## src/rtl/uc_pipe_regs.sv

```systemverilog
// uc_pipe_regs: control-word register chain for stages 2..5 of the microcoded
// core. Stage 2 captures fetched microinstruction fields. Stages 3..5 carry
// only the destination and control fields forward. HOLD freezes stage 2 and
// inserts bubbles into stage 3. flush kills the younger stages.
// Also keeps stall/retire statistics and a sticky stuck-HOLD flag.
module uc_pipe_regs #(
    parameter int CNT_W    = 16,
    parameter int HOLD_MAX = 4
) (
    input  logic             clk,
    input  logic             reset,
    input  logic             f_valid,
    input  logic [4:0]       f_A,
    input  logic [5:0]       f_B,
    input  logic [5:0]       f_C,
    input  logic [6:0]       f_T,
    input  logic             HOLD,
    input  logic             flush,
    output logic [4:0]       A2,
    output logic [5:0]       B2,
    output logic [6:0]       T2,
    output logic [5:0]       C3,
    output logic [6:0]       T3,
    output logic [5:0]       C4,
    output logic [6:0]       T4,
    output logic [5:0]       C5,
    output logic [6:0]       T5,
    output logic             v2,
    output logic             v3,
    output logic             v4,
    output logic             v5,
    output logic             fetch_stall,
    output logic [CNT_W-1:0] stall_cnt,
    output logic [CNT_W-1:0] retire_cnt,
    output logic             hold_err
);

    localparam int RUN_W = (HOLD_MAX < 2) ? 1 : $clog2(HOLD_MAX);
    localparam logic [RUN_W-1:0] RUN_LAST = RUN_W'(HOLD_MAX - 1);

    logic             r_v2, r_v3, r_v4, r_v5;
    logic [4:0]       r_A2;
    logic [5:0]       r_B2, r_C2, r_C3, r_C4, r_C5;
    logic [6:0]       r_T2, r_T3, r_T4, r_T5;
    logic [CNT_W-1:0] r_stall_cnt, r_retire_cnt;
    logic [RUN_W-1:0] r_hold_run;
    logic             r_hold_err;

    // A HOLD that coincides with a flush is treated as a flush.
    logic w_stall;
    assign w_stall = HOLD & ~flush;

    // Stage advance: flush kills 2..4 while the old stage-4 word still
    // reaches stage 5. HOLD freezes stage 2 and bubbles stage 3.
    always_ff @(posedge clk) begin
        if (reset) begin
            {r_v2, r_A2, r_B2, r_C2, r_T2} <= '0;
            {r_v3, r_C3, r_T3}             <= '0;
            {r_v4, r_C4, r_T4}             <= '0;
            {r_v5, r_C5, r_T5}             <= '0;
        end else if (flush) begin
            {r_v2, r_A2, r_B2, r_C2, r_T2} <= '0;
            {r_v3, r_C3, r_T3}             <= '0;
            {r_v4, r_C4, r_T4}             <= '0;
            {r_v5, r_C5, r_T5}             <= {r_v4, r_C4, r_T4};
        end else if (HOLD) begin
            {r_v3, r_C3, r_T3}             <= '0;
            {r_v4, r_C4, r_T4}             <= {r_v3, r_C3, r_T3};
            {r_v5, r_C5, r_T5}             <= {r_v4, r_C4, r_T4};
        end else begin
            if (f_valid)
                {r_v2, r_A2, r_B2, r_C2, r_T2} <= {1'b1, f_A, f_B, f_C, f_T};
            else
                {r_v2, r_A2, r_B2, r_C2, r_T2} <= '0;
            {r_v3, r_C3, r_T3}             <= {r_v2, r_C2, r_T2};
            {r_v4, r_C4, r_T4}             <= {r_v3, r_C3, r_T3};
            {r_v5, r_C5, r_T5}             <= {r_v4, r_C4, r_T4};
        end
    end

    // Statistics: saturating stall count, wrapping retire count.
    always_ff @(posedge clk) begin
        if (reset) begin
            r_stall_cnt  <= '0;
            r_retire_cnt <= '0;
        end else begin
            if (w_stall && (r_stall_cnt != '1))
                r_stall_cnt <= r_stall_cnt + 1'b1;
            if (r_v5)
                r_retire_cnt <= r_retire_cnt + 1'b1;
        end
    end

    // Stuck-HOLD detector. The run counter parks at HOLD_MAX-1, which is
    // enough to know the limit has been reached.
    always_ff @(posedge clk) begin
        if (reset) begin
            r_hold_run <= '0;
            r_hold_err <= 1'b0;
        end else if (w_stall) begin
            if (r_hold_run == RUN_LAST)
                r_hold_err <= 1'b1;
            else
                r_hold_run <= r_hold_run + 1'b1;
        end else begin
            r_hold_run <= '0;
        end
    end

    assign A2          = r_A2;
    assign B2          = r_B2;
    assign T2          = r_T2;
    assign C3          = r_C3;
    assign T3          = r_T3;
    assign C4          = r_C4;
    assign T4          = r_T4;
    assign C5          = r_C5;
    assign T5          = r_T5;
    assign v2          = r_v2;
    assign v3          = r_v3;
    assign v4          = r_v4;
    assign v5          = r_v5;
    assign fetch_stall = w_stall;
    assign stall_cnt   = r_stall_cnt;
    assign retire_cnt  = r_retire_cnt;
    assign hold_err    = r_hold_err;

endmodule
```

## config.mk

```make
export PLATFORM = sky130hd
export DESIGN_NAME = uc_pipe_regs
export DESIGN_NICKNAME = d
export VERILOG_FILES = /design/src/rtl/uc_pipe_regs.sv
export SDC_FILE = /design/constraint.sdc
export NUM_CORES = 1
export LEC_CHECK = 0
export BUFFER_PORTS_ARGS = -buffer_cell sky130_fd_sc_hd__clkbuf_2
export CAP_MARGIN = 25
export CORE_MARGIN = 4
export CORE_UTILIZATION = 25
export CTS_CLUSTER_DIAMETER = 100
export DETAILED_ROUTE_END_ITERATION = 10
export SLEW_MARGIN = 20
export SYNTH_ARGS = -nofsm -noshare
export SYNTH_HDL_FRONTEND = slang
export SYNTH_SLANG_ARGS = --single-unit
export TNS_END_PERCENT = 20
```

## constraint.sdc

```tcl
create_clock -name clk -period 2.16 [get_ports clk]
set_input_delay 0.216 -clock clk [delete_from_list [all_inputs] [get_ports clk]]
set_output_delay 0.216 -clock clk [all_outputs]
set_load 0.03 [all_outputs]
```

# Word level (Yosys, flattened, before mapping)

Index checks and enable logic that the tools add are counted.

Register bits: 102
Bits of input ports: 29
Output and inout bits: 95
Word-level logic and storage cells: 36

Add/subtract/negate cells: 3
Equality and inequality tests: 2
Muxes and demuxes: 5
Bitwise logic cells: 3
Reduce and logical (&&, ||, !) cells: 5

Operator list:

| kind                                           | count |
|---|---|
| adder 16 x 1 -> 16 bit (second input constant) | 2 |
| inequality test 16 bit (second input constant) | 1 |
| 2-to-1 mux 6 bit                               | 2 |
| 2-to-1 mux 7 bit                               | 1 |
| 2-to-1 mux 5 bit                               | 1 |
| OR reduction 2 bit                             | 2 |
| OR reduction 3 bit                             | 1 |
| adder 2 x 1 -> 2 bit (second input constant)   | 1 |
| equality test 2 bit (second input constant)    | 1 |
| NOT 1 bit                                      | 2 |
| AND reduction 2 bit                            | 1 |
| AND 1 bit                                      | 1 |
| logical AND 1 bit                              | 1 |
| 2-to-1 mux 1 bit                               | 1 |

# Longest topological paths before layout

Gate-level depths: netlist of the first run.

Depth after elaboration: 4
Mapped depth: 6
Gate-level depth less buffers: 5

# Worst setup path after synthesis of the first run

Ideal clock, no wire load.

Path type: register to register
Start: register r_stall_cnt[0] (netlist: stall_cnt[0])
End: register r_stall_cnt[10] (netlist: stall_cnt[10])
Library setup time: 0.070 ns
Arrival: 1.951 ns
Data required time: 2.090 ns
Path slack: 0.139 ns
Cell stages (with the launch flop): 6
Buffers on the path: 0
Clock period less this slack: 2.021 ns
Path through: dfxtp_1 -> ha_1 -> nand3_2 -> or3_1 -> or4_1 -> a21oi_1

Word-level cells in the longest chain between the ends: 2
Elaborated cells between the ends (all ways): 3
Those cells by class: add/sub (1); eq/ne (1); reduce/logical (1)

Ends and longest elaborated chain:

| what                                                                           | RTL line | source |
|---|---|---|
| from (decl)                                                                    | 45       | `logic [CNT_W-1:0] r_stall_cnt, r_retire_cnt;` |
| from (signal assigned)                                                         | 88       | `r_stall_cnt <= r_stall_cnt + 1'b1;` |
| parallel branches: the longest is 2 deep, another holds adder 16 x 1 -> 16 bit | --       |  |

Parallel ways; which one is timed is not known.
A chain may end at the register's enable or synchronous reset.

# Worst setup path after layout of the first run

Start: register r_stall_cnt[0] (netlist: stall_cnt[0])
End: register r_stall_cnt[0] (netlist: stall_cnt[0])

Same word-level chain as after synthesis.

==> results.tsv, run 1 <==
stage	metric	value	unit
critical_path	critPathMaxFanout	7	
finish	diodes	0	
synth	yosysTopAreaCell	dfxtp_1	
sta	min_period	1.90	ns
die	die_h	128	microns
sta	max_freq	525	MHz
outcome	outcome	completed	
critical_path	worstPathArrival	2.14	ns
synth	synth_common_cells	dfxtp_1, and2_1, nor2_1, a22o_1, nor2b_1	
critical_path	cp-end-kind	flop	
die	start_util	0.258	
sta	timing.final.crit_share	0.882	
sta	drv_slew	0	
synth	yosys-top-cells-area	dfxtp_1, a22o_1, and2_1	
synth	synth_xor_area_frac	0.0266	
sta	rsz0062_at_grt	no	
finish	nets	510	
global_route	grt_pass1_vias	3018	
synth	ys_ff_latch	102	
synth	synth_mux_area_frac	0.0203	
finish	final_layout_size_suffix_gt1_frac	0.327	
synth	synthesis.nets	383	
clock_tree	path_clk_slew	0.08	ns
critical_path	required	2.40	ns
hold_path	hold_class	input pin to flop	
sta	final_hold_viol_count	0	
power_and_ir_drop	cellLeakagePower	2.14	nW
drt	vias	3019	
drt	routed_via_density	4.55	
sta	fin_tns_setup	0	ns
clock_tree	cts_setup_buffers	0	
clock_tree	cts_root_buf	clkbuf_16	
clock_tree	cts_resized	0	
sta	skew	0.00663	ns
synth	syn_area_per_cell	10.3	sq um
clock_tree	cts_tree	yes	
power_and_ir_drop	ir_drop	0.377	mV
critical_path	critical_path_class	flop to flop	
synth	synth-simple-area-share	0.229	
drt	drc_errors	0	
synth	yosys_warnings	0	
synth	synth_top_family_by_area	simple AND/OR/NAND/NOR gates	
placement	gp_congestion	0.802	
synth	yosysUniqueCellTypes	48	
synth	synth_top_area_share	0.563	
drt	drt_first_pass_iters	4	
power_and_ir_drop	power	3.91	mW
drt	drt_iter0_drc	113	
clock_tree	cts_buffers	9	
placement	hpwl	7070	microns
clock_tree	htree_levels	3	
global_route	track_usage	0.115	
clock_tree	clock_latency	0.35	ns
global_route	grt_pass1_wl	15100	microns
global_route	antenna_found_initial	0	
synth	ys_seq_area_frac	0.563	
synth	synth-edff-count	0	
sta	setup_viol	0	
global_route	grt_max_degree	37	
die	die_w	128	microns
synth	synth.most_common_cell	dfxtp_1	
synth	synthCells	351	
drt	final_antenna_net_count	0	
drt	wl_per_cell	14.0	microns
sta	worst_pin_slew	0.980	ns
die	die-area	16500	sq um
synth	synth_compound_area_frac	0.124	
global_route	grt-ovfl-total	0	
run	drv_cap	0	
synth	yosys_most_used_dff	dfxtp_1	
synth	synthAdderAreaFrac	0.0103	
drt	routed_wl	9310	microns
power_and_ir_drop	pwr_density_cell	807	nW/um^2
synth	synthArstFlopShare	0	
die	core	14000	sq um
clock_tree	clockBufferDepth	2	
placement	portBuffers	123	
finish	syn_to_final_growth	33.3	%
clock_tree	cts_hold_buf	0	
die	ioPinCount	124	
die	rows	43	
synth	mappedNetlistArea	3630	sq um
critical_path	startpoint_type	flop	
clock_tree	cts_sinks	102	
sta	slew_headroom	0.347	
[cell usage in the layout (no fill, tap or decap), drive strengths merged, types with 3 or more instances in the layout]
cell type / n
xnor2: 5
clkbuf: 132
nor4: 5
or4: 3
o31ai: 3
xor2: 6
ha: 3
buf: 10
inv: 9
mux2i: 4
o21ai: 4
nor3: 10
nor2: 26
clkinv: 3
a22o: 25
nor2b: 17
and3: 8
nor3b: 4
nand2: 16
a21oi: 9
nand4: 5
or3: 4
nand3: 11
mux2: 3
and2: 31
dfxtp: 102
[cells by family after synthesis]
logic type / count (synthesis)
multiplexers: 7
buffers and inverters: 24
flip-flops: 102
adder cells (fa/ha/maj): 3
AO/OA/AOI/OAI: 58
XOR/XNOR: 11
AND/OR/NAND/NOR: 146
[metal layers]
layer	vias to the layer above	wire [microns]	global-route usage
met2	116	4240	0.181
met4	0	155	0.0406
met3	13	1070	0.0594
li1	1497	-	-
met5	-	0	0
met1	1393	3850	0.133
[power by group]
part	internal (mW)	switching (mW)	total (mW)
Sequential	1.90	0.0144	1.91
Combinational	0.0541	0.0980	0.152
Clock	1.06	0.786	1.84
[path summary, 6_finish.rpt]
| kind | startpoint | end | slack (ns) | cells after the start |
|---|---|---|---|---|
| worst max-delay path | stall_cnt[0] | stall_cnt[0] | 0.26 | 7 |
| worst min-delay path | f_T[6] | T2[6] | 0.07 | 2 |
| worst max register to register | stall_cnt[0] | stall_cnt[0] | 0.26 | 7 |
| worst min register to register | C3[0] | C4[0] | 0.45 | 1 |
[through the flow]
step	setup WS, ns	instances	hold slack (ns)	utilization	instance area, sq um
floorplan	0.139	351	0.342	-	3630
global placement	0.358	647	0.427	0.319	4480
detailed placement	0.272	647	0.429	0.319	4480
CTS	0.248	663	0.0536	0.344	4840
global route	0.0908	663	0.0611	0.344	4840
finish	0.256	663	0.0709	0.344	4840
[cell type report]
cell class	count	area (sq um)
multi-input cells	225	1490
clock inverters	7	129
flip-flops and latches	102	2040
inverters	7	26.3
clock buffers	9	225
repair buffers	133	703
fillers	1442	9210
well taps	180	225
[state kept, by name, indices dropped and copies added, names as in the netlist]
| register | cells |
|---|---|
| retire_cnt | 16 |
| stall_cnt | 16 |
| T2 | 7 |
| T3 | 7 |
| T4 | 7 |
| T5 | 7 |
| B2 | 6 |
| C3 | 6 |
| C4 | 6 |
| C5 | 6 |
| r_C2 | 6 |
| A2 | 5 |
| r_hold_run | 2 |
| hold_err | 1 |
| v2 | 1 |
| v3 | 1 |
| v4 | 1 |
| v5 | 1 |
[worst max-delay path: stages (launching register included)]
cell and delay [ns]:
dfxtp_1 0.42, ha_1 0.23, nand3_2 0.09, buf_4 0.17, nor4_4 0.39, buf_4 0.23, mux2i_1 0.20, nand2_1 0.07
Note: power is estimated with default switching activity, not from simulation.
==> run 2: changes to the inputs <==
Settings changed: ABC_AREA set to 1.
==> run 2 against run 1 <==
Effect of this change:
- hold slack gained 0.021 ns
- global-route usage shrank 0.066 points
- synthesized cell count grew 46%
- cell count grew 25%
- maximum frequency grew 31%
- die area grew 6.1%
- non-clock buffer count shrank 8
- clock skew shrank 0.0019 ns
- wire length grew 3.2%
- combinational power grew 3%
- utilization shrank 1.8 points
- design area grew 2.6%
- critical path type unchanged
- critical endpoint is now stall_cnt[1]
- largest power group unchanged
- highest routed layer unchanged
==> results.tsv, run 2 <==
stage	metric	value	unit	change
outcome	outcome	completed		
critical_path	critical_path.max_stage_delay	0.41	ns	about the same
critical_path	r2r_slack	0.71	ns	+0.45 ns
synth	ys_ff_latch	102		unchanged
clock_tree	clockBufferDepth	2		unchanged
clock_tree	cts_resized	0		unchanged
synth	yosys_most_used_dff	dfxtp_1		
synth	yosys-top-cells-area	dfxtp_1, nor2_1, inv_1		
sta	fin_tns_setup	0	ns	unchanged
sta	drv_slew	0		unchanged
finish	nets	666		+31%
finish	multi_input_area	1410	sq um	-5.0%
drt	final_antenna_net_count	0		unchanged
clock_tree	cts_root_buf	clkbuf_16		
drt	drt_iter0_drc	181		+60%
clock_tree	cts_sinks	102		unchanged
synth	synthesis.nets	543		+42%
clock_tree	clock_latency	0.35	ns	about the same
critical_path	cp_num_buf_inv	1		-1
sta	hold_slack	0.0917	ns	+0.0209 ns
run	drv_cap	0		unchanged
synth	ys_seq_area_frac	0.528		-0.0346
finish	diodes	0		unchanged
die	core	15200	sq um	+8.3%
synth	syn_area_per_cell	7.57	sq um	-27%
drt	routed_wl	9610	microns	+3.2%
drt	vias	3408		+13%
sta	fin_ws	0.710	ns	+0.455 ns
sta	min_period	1.45	ns	-0.455 ns
sta	setup_viol	0		unchanged
drt	drt_first_pass_iters	5		+1
sta	timing.final.crit_share	0.671		-0.210
critical_path	critPathMaxFanout	5		-2
drt	routed_via_density	4.12		-9.5%
critical_path	path_common_cell	nor2_1		
clock_tree	cts_buffers	9		unchanged
power_and_ir_drop	cellLeakagePower	2.20	nW	+2.8%
drt	wl_per_cell	11.6	microns	-17%
synth	synth.most_common_cell	nor2_1		
finish	final_layout_size_suffix_gt1_frac	0.244		-0.0830
synth	mappedNetlistArea	3870	sq um	+6.6%
critical_path	cp-end-kind	flop		
synth	synthArstFlopShare	0		unchanged
hold_path	hold_class	input pin to flop		
critical_path	path_cells	ha_1 > inv_1 > nor2_4 > nand2_1 > nor2_2 > nor2_1 > o21ai_1 > nor2_1		
critical_path	startpoint_type	flop		
global_route	grt_pass1_wl	16000	microns	+5.8%
die	rows	45		+4.7%
sta	final_hold_viol_count	0		unchanged
finish	regArea	2040	sq um	unchanged
clock_tree	htree_levels	3		unchanged
sta	worst_pin_slew	0.580	ns	-0.400 ns
placement	placed_cells	811		+25%
critical_path	worstPathArrival	1.69	ns	-0.45 ns
finish	syn_to_final_growth	28.4	%	
die	start_util	0.254		-0.00408
placement	placed_area	4670	sq um	+4.1%
finish	fin_area	4960	sq um	+2.6%
sta	slew_headroom	0.613		+0.266
critical_path	required	2.40	ns	about the same
clock_tree	path_clk_slew	0.07	ns	about the same
global_route	grt_max_degree	27		-27%
die	die_h	132	microns	+3.0%
power_and_ir_drop	ir_drop	0.457	mV	+21%
placement	place_ws	0.512	ns	+0.240 ns
global_route	grt_pass1_vias	3252		+7.8%
drt	route.met2.wl	4470	microns	+5.5%
global_route	antenna_found_initial	0		unchanged
finish	stdcell_count	827		+25%
critical_path	critical_path.top_delay_family	simple AND/OR/NAND/NOR gates		
die	ioPinCount	124		unchanged
global_route	track_usage	0.114		-0.000661
drt	top_layer_used	met4		
finish	nFillCells	1639		+14%
die	die_w	132	microns	+3.0%
global_route	grt-ovfl-total	0		unchanged
synth	synth_common_cells	nor2_1, dfxtp_1, inv_1, nand2_1, nand3_1		
die	die-area	17500	sq um	+6.1%
synth	yosysTopAreaCell	dfxtp_1		
placement	portBuffers	123		unchanged
clock_tree	cts_setup_buffers	0		unchanged
placement	hpwl	7260	microns	+2.7%
finish	layout_common_cells	clkbuf_2, nor2_1, dfxtp_1		
drt	drc_errors	0		unchanged
clock_tree	cts_hold_buf	0		unchanged
finish	final_common_cell	clkbuf_2		
clock_tree	cts_tree	yes		
drt	wl_met3	600	microns	-44%
synth	synthCells	511		+46%
synth	synth-edff-count	0		unchanged
synth	yosysUniqueCellTypes	27		-44%
power_and_ir_drop	pwr_density_cell	748	nW/um^2	-7.4%
sta	skew	0.00469	ns	-0.00193 ns
drt	wl_met1	4410	microns	+15%
critical_path	critPathSlowestCell	dfxtp_1		
critical_path	critical_path_class	flop to flop		
synth	yosys_warnings	0		unchanged
synth	synth_top_area_share	0.528		-0.0346
sta	max_freq	690	MHz	+31%
placement	gp_congestion	0.830		+3.5%
sta	rsz0062_at_grt	no		
## run 2: cell types whose count changed in the layout (fill, tap and decap cells not counted), moves of 16 or more
cell     delta
a21oi_1    +16
a22o_1     -25
and2_1     -29
inv_1      +82
nand2_1    +63
nand3_1    +25
nor2_1     +81
nor2b_1    -17
## run 2: worst reg2reg max path: stages (launching register included)
cell,delay (ns)
dfxtp_1,0.41
ha_1,0.20
inv_1,0.08
nor2_4,0.16
nand2_1,0.08
nor2_2,0.15
nor2_1,0.08
o21ai_1,0.13
nor2_1,0.05
## run 2: worst paths after layout
check,from,endpoint,cells after the start
setup reg to reg,stall_cnt[0],stall_cnt[1],8
setup / recovery,stall_cnt[0],stall_cnt[1],8
hold reg to reg,T4[0],T5[0],2
hold / removal,f_C[3],r_C2[3],3
## run 2: layer usage
| metal | up-vias | global-route usage |
|---|---|---|
| met1 | 1505 | 0.139 |
| met4 | 0 | 0.0329 |
| met3 | 11 | 0.0450 |
| met5 | - | 0 |
| met2 | 78 | 0.187 |
| li1 | 1814 | - |
## run 2: where the power goes
part | internal, mW | total, mW | switching, mW
clock | 0.917 | 1.65 | 0.735
sequential | 1.89 | 1.90 | 0.00927
combinational | 0.0488 | 0.157 | 0.108
total | 2.86 | 3.71 | 0.852
## run 2: kinds of logic (layout without fill, tap and decap cells)
group	count (synthesis)	after routing	synth area share
simple gates	247	247	0.279
fa+ha+maj	3	3	0.00971
flops	102	102	0.528
buf+inv	105	233	0.106
xor+xnor	2	2	0.00453
compound gates	52	52	0.0718
## run 2: cell type report
class                   instances  share of cell area
well taps                     188              0.0474
repair buffers                125               0.127
inverters                      92              0.0696
flip-flops and latches        102               0.411
multi-input cells             304               0.285
clock buffers                  11              0.0469
clock inverters                 5              0.0134
## run 2: per-stage QoR
stage                      util  total power, mW
after floorplan               -             2.04
after global placement    0.307             2.11
after detailed placement  0.307             2.11
after CTS                 0.327             3.79
after global routing      0.327             3.88
final                     0.327             3.71
==> run 3: changes to the inputs <==
Clock period 2.16 ns to 1.2 ns, I/O delays scaled along.
==> run 3 against run 2 <==
Effect of this change:
- worst setup slack worse by 0.86 ns
- hold slack worse by 0.074 ns
- sequential power is 78% higher
- design area increased by 17%
- register-to-register slack got worse by 0.86 ns
- the flow now finishes with violations (setup timing)
- global-route usage grew 1.1 points
- critical path type unchanged
- clock skew hardly changed
==> results.tsv, run 3 (synthesis gave the netlist of run 2 again) <==
stage	metric	value	unit	change
outcome	outcome	complete, but fails checks		
outcome	violations	setup timing		
sta	worst_pin_slew	0.301	ns	-0.278 ns
power_and_ir_drop	ir_drop	0.730	mV	+60%
global_route	grt-ovfl-total	0		unchanged
placement	placed_cells	856		+5.5%
drt	drt_first_pass_iters	4		-1
placement	place_ws	-0.100	ns	-0.613 ns
clock_tree	cts_tree	yes		
power_and_ir_drop	power_frac_seq	0.521		+0.008
die	core	15200	sq um	unchanged
clock_tree	cts_buffers	9		unchanged
power_and_ir_drop	p_sw	1.52	mW	+78%
die	rows	45		unchanged
finish	layout_common_cells	clkbuf_2, nor2_1, inv_1		
sta	fin_ws	-0.146	ns	-0.856 ns
power_and_ir_drop	p_int	4.99	mW	+75%
clock_tree	clockBufferDepth	2		unchanged
sta	final_hold_viol_count	0		unchanged
global_route	grt_pass1_vias	3678		+13%
finish	diodes	0		unchanged
sta	setup_viol	17		+17
die	die_w	132	microns	unchanged
global_route	grt_max_degree	27		unchanged
sta	timing.final.crit_share	1.12		+0.450
critical_path	startpoint_type	flop		
finish	stdcell_count	895		+8.2%
die	die_h	132	microns	unchanged
power_and_ir_drop	combPwrFrac	0.057		+0.015
drt	final_antenna_net_count	0		unchanged
die	die-area	17500	sq um	unchanged
global_route	use_met3	0.0538		+0.00878
hold_path	hold_class	input pin to flop		
finish	final_common_cell	clkbuf_2		
sta	skew	0.00427	ns	-0.000418 ns
global_route	busiest_layer	met2		
finish	final_layout_size_suffix_gt1_frac	0.392		+0.148
critical_path	critPathMaxFanout	4		-1
power_and_ir_drop	pwr_density_cell	1120	nW/um^2	+50%
finish	nets	735		+10%
drt	routed_via_density	4.14		+0.40%
critical_path	worstPathArrival	1.58	ns	-0.11 ns
sta	rsz0062_at_grt	yes		
run	drv_cap	0		unchanged
critical_path	cp-end-kind	flop		
sta	max_freq	743	MHz	+7.7%
critical_path	required	1.44	ns	-0.96 ns
clock_tree	path_clk_slew	0.07	ns	about the same
finish	syn_to_final_growth	49.7	%	
power_and_ir_drop	cellLeakagePower	2.61	nW	+18%
drt	routed_wl	10700	microns	+11%
die	start_util	0.254		unchanged
finish	fin_area	5790	sq um	+17%
drt	vias	3703		+8.7%
die	ioPinCount	124		unchanged
clock_tree	clock_latency	0.34	ns	about the same
global_route	grt_use_met1	0.153		+0.0136
sta	slew_headroom	0.799		+0.186
power_and_ir_drop	power	6.51	mW	+75%
global_route	grt_use_met2	0.205		+0.0184
global_route	track_usage	0.125		+0.0114
placement	hpwl	7790	microns	+7.2%
sta	drv_slew	0		unchanged
power_and_ir_drop	switching_share	0.233		+0.00337
clock_tree	cts_sinks	102		unchanged
finish	final_core_util	0.381		+0.0542
placement	portBuffers	123		unchanged
sta	fin_tns_setup	-1.50	ns	-1.50 ns
drt	drc_errors	0		unchanged
drt	drt_iter0_drc	135		-25%
clock_tree	cts_root_buf	clkbuf_16		
critical_path	critical_path_class	flop to flop		
critical_path	r2r_cells	9		+1
drt	wl_per_cell	12.0	microns	+2.9%
hold_path	min_path_cells	3		unchanged
placement	gp_congestion	0.813		-2.0%
placement	placed_area	5130	sq um	+10%
sta	min_period	1.35	ns	-0.104 ns
clock_tree	htree_levels	3		unchanged
global_route	grt_pass1_wl	17900	microns	+11%
power_and_ir_drop	p_clk_frac	0.422		-0.023
global_route	antenna_found_initial	0		unchanged
sta	hold_slack	0.0174	ns	-0.0743 ns
==> run 3: cell count changes in the layout (fill, tap and decap cells not counted), sizes merged <==
| cell | change |
|---|---|
| bufinv | -1 |
| buf | +55 |
| nand4 | +1 |
| clkinvlp | -1 |
| clkbuf | -3 |
| inv | +1 |
| dlygate4sd3 | +16 |
==> run 3: what timing repair did <==
| item | 4_1_cts | 5_1_grt |
|---|---|---|
| buffers inserted | 0 | 7 |
| endpoints found under the setup margin | 21 | 26 |
| resized for setup | 12 | 38 |
| hold buffers | 16 | 0 |
| hold endpoints to repair | 16 | 0 |
| cloned | 0 | 1 |
| pin swaps | 0 | 17 |
==> run 3: final timing paths <==
check,start,to,slack (ns)
setup / recovery,stall_cnt[0],stall_cnt[14],-0.15
hold / removal,f_A[0],A2[0],0.02
setup reg to reg,stall_cnt[0],stall_cnt[14],-0.15
hold reg to reg,v4,v5,0.42
==> run 3: area by class of cell <==
cell class / count / area, sq um
fill: 1610 / 9410
sequential: 102 / 2120
multi-input combinational: 305 / 1600
timing repair buffer: 193 / 1210
inverter: 92 / 348
clock buffer: 11 / 243
tap: 188 / 235
clock inverter: 4 / 27.5
==> run 3: power groups by stage <==
stage | registers, mW | clock network (mW) | logic, mW
after floorplan | 3.51 | 0 | 0.136
after global placement | 3.47 | 0 | 0.328
after detailed placement | 3.47 | 0 | 0.329
after CTS | 3.39 | 2.88 | 0.369
after global routing | 3.39 | 3.04 | 0.418
final | 3.39 | 2.75 | 0.373
==> run 3: metal layers <==
layer	routed length (microns)	share of wire
met4	95	0.0089
met1	4820	0.45
met2	5090	0.48
met5	0	0
met3	696	0.065
==> run 3: critical path, stage by stage (launching register included) <==
cell,delay [ns]
dfxtp_4,0.37
ha_4,0.15
inv_4,0.04
nor2_4,0.14
buf_12,0.14
nand3_1,0.10
nor2_2,0.12
nor2_1,0.05
nor2_1,0.08
nor2_1,0.05
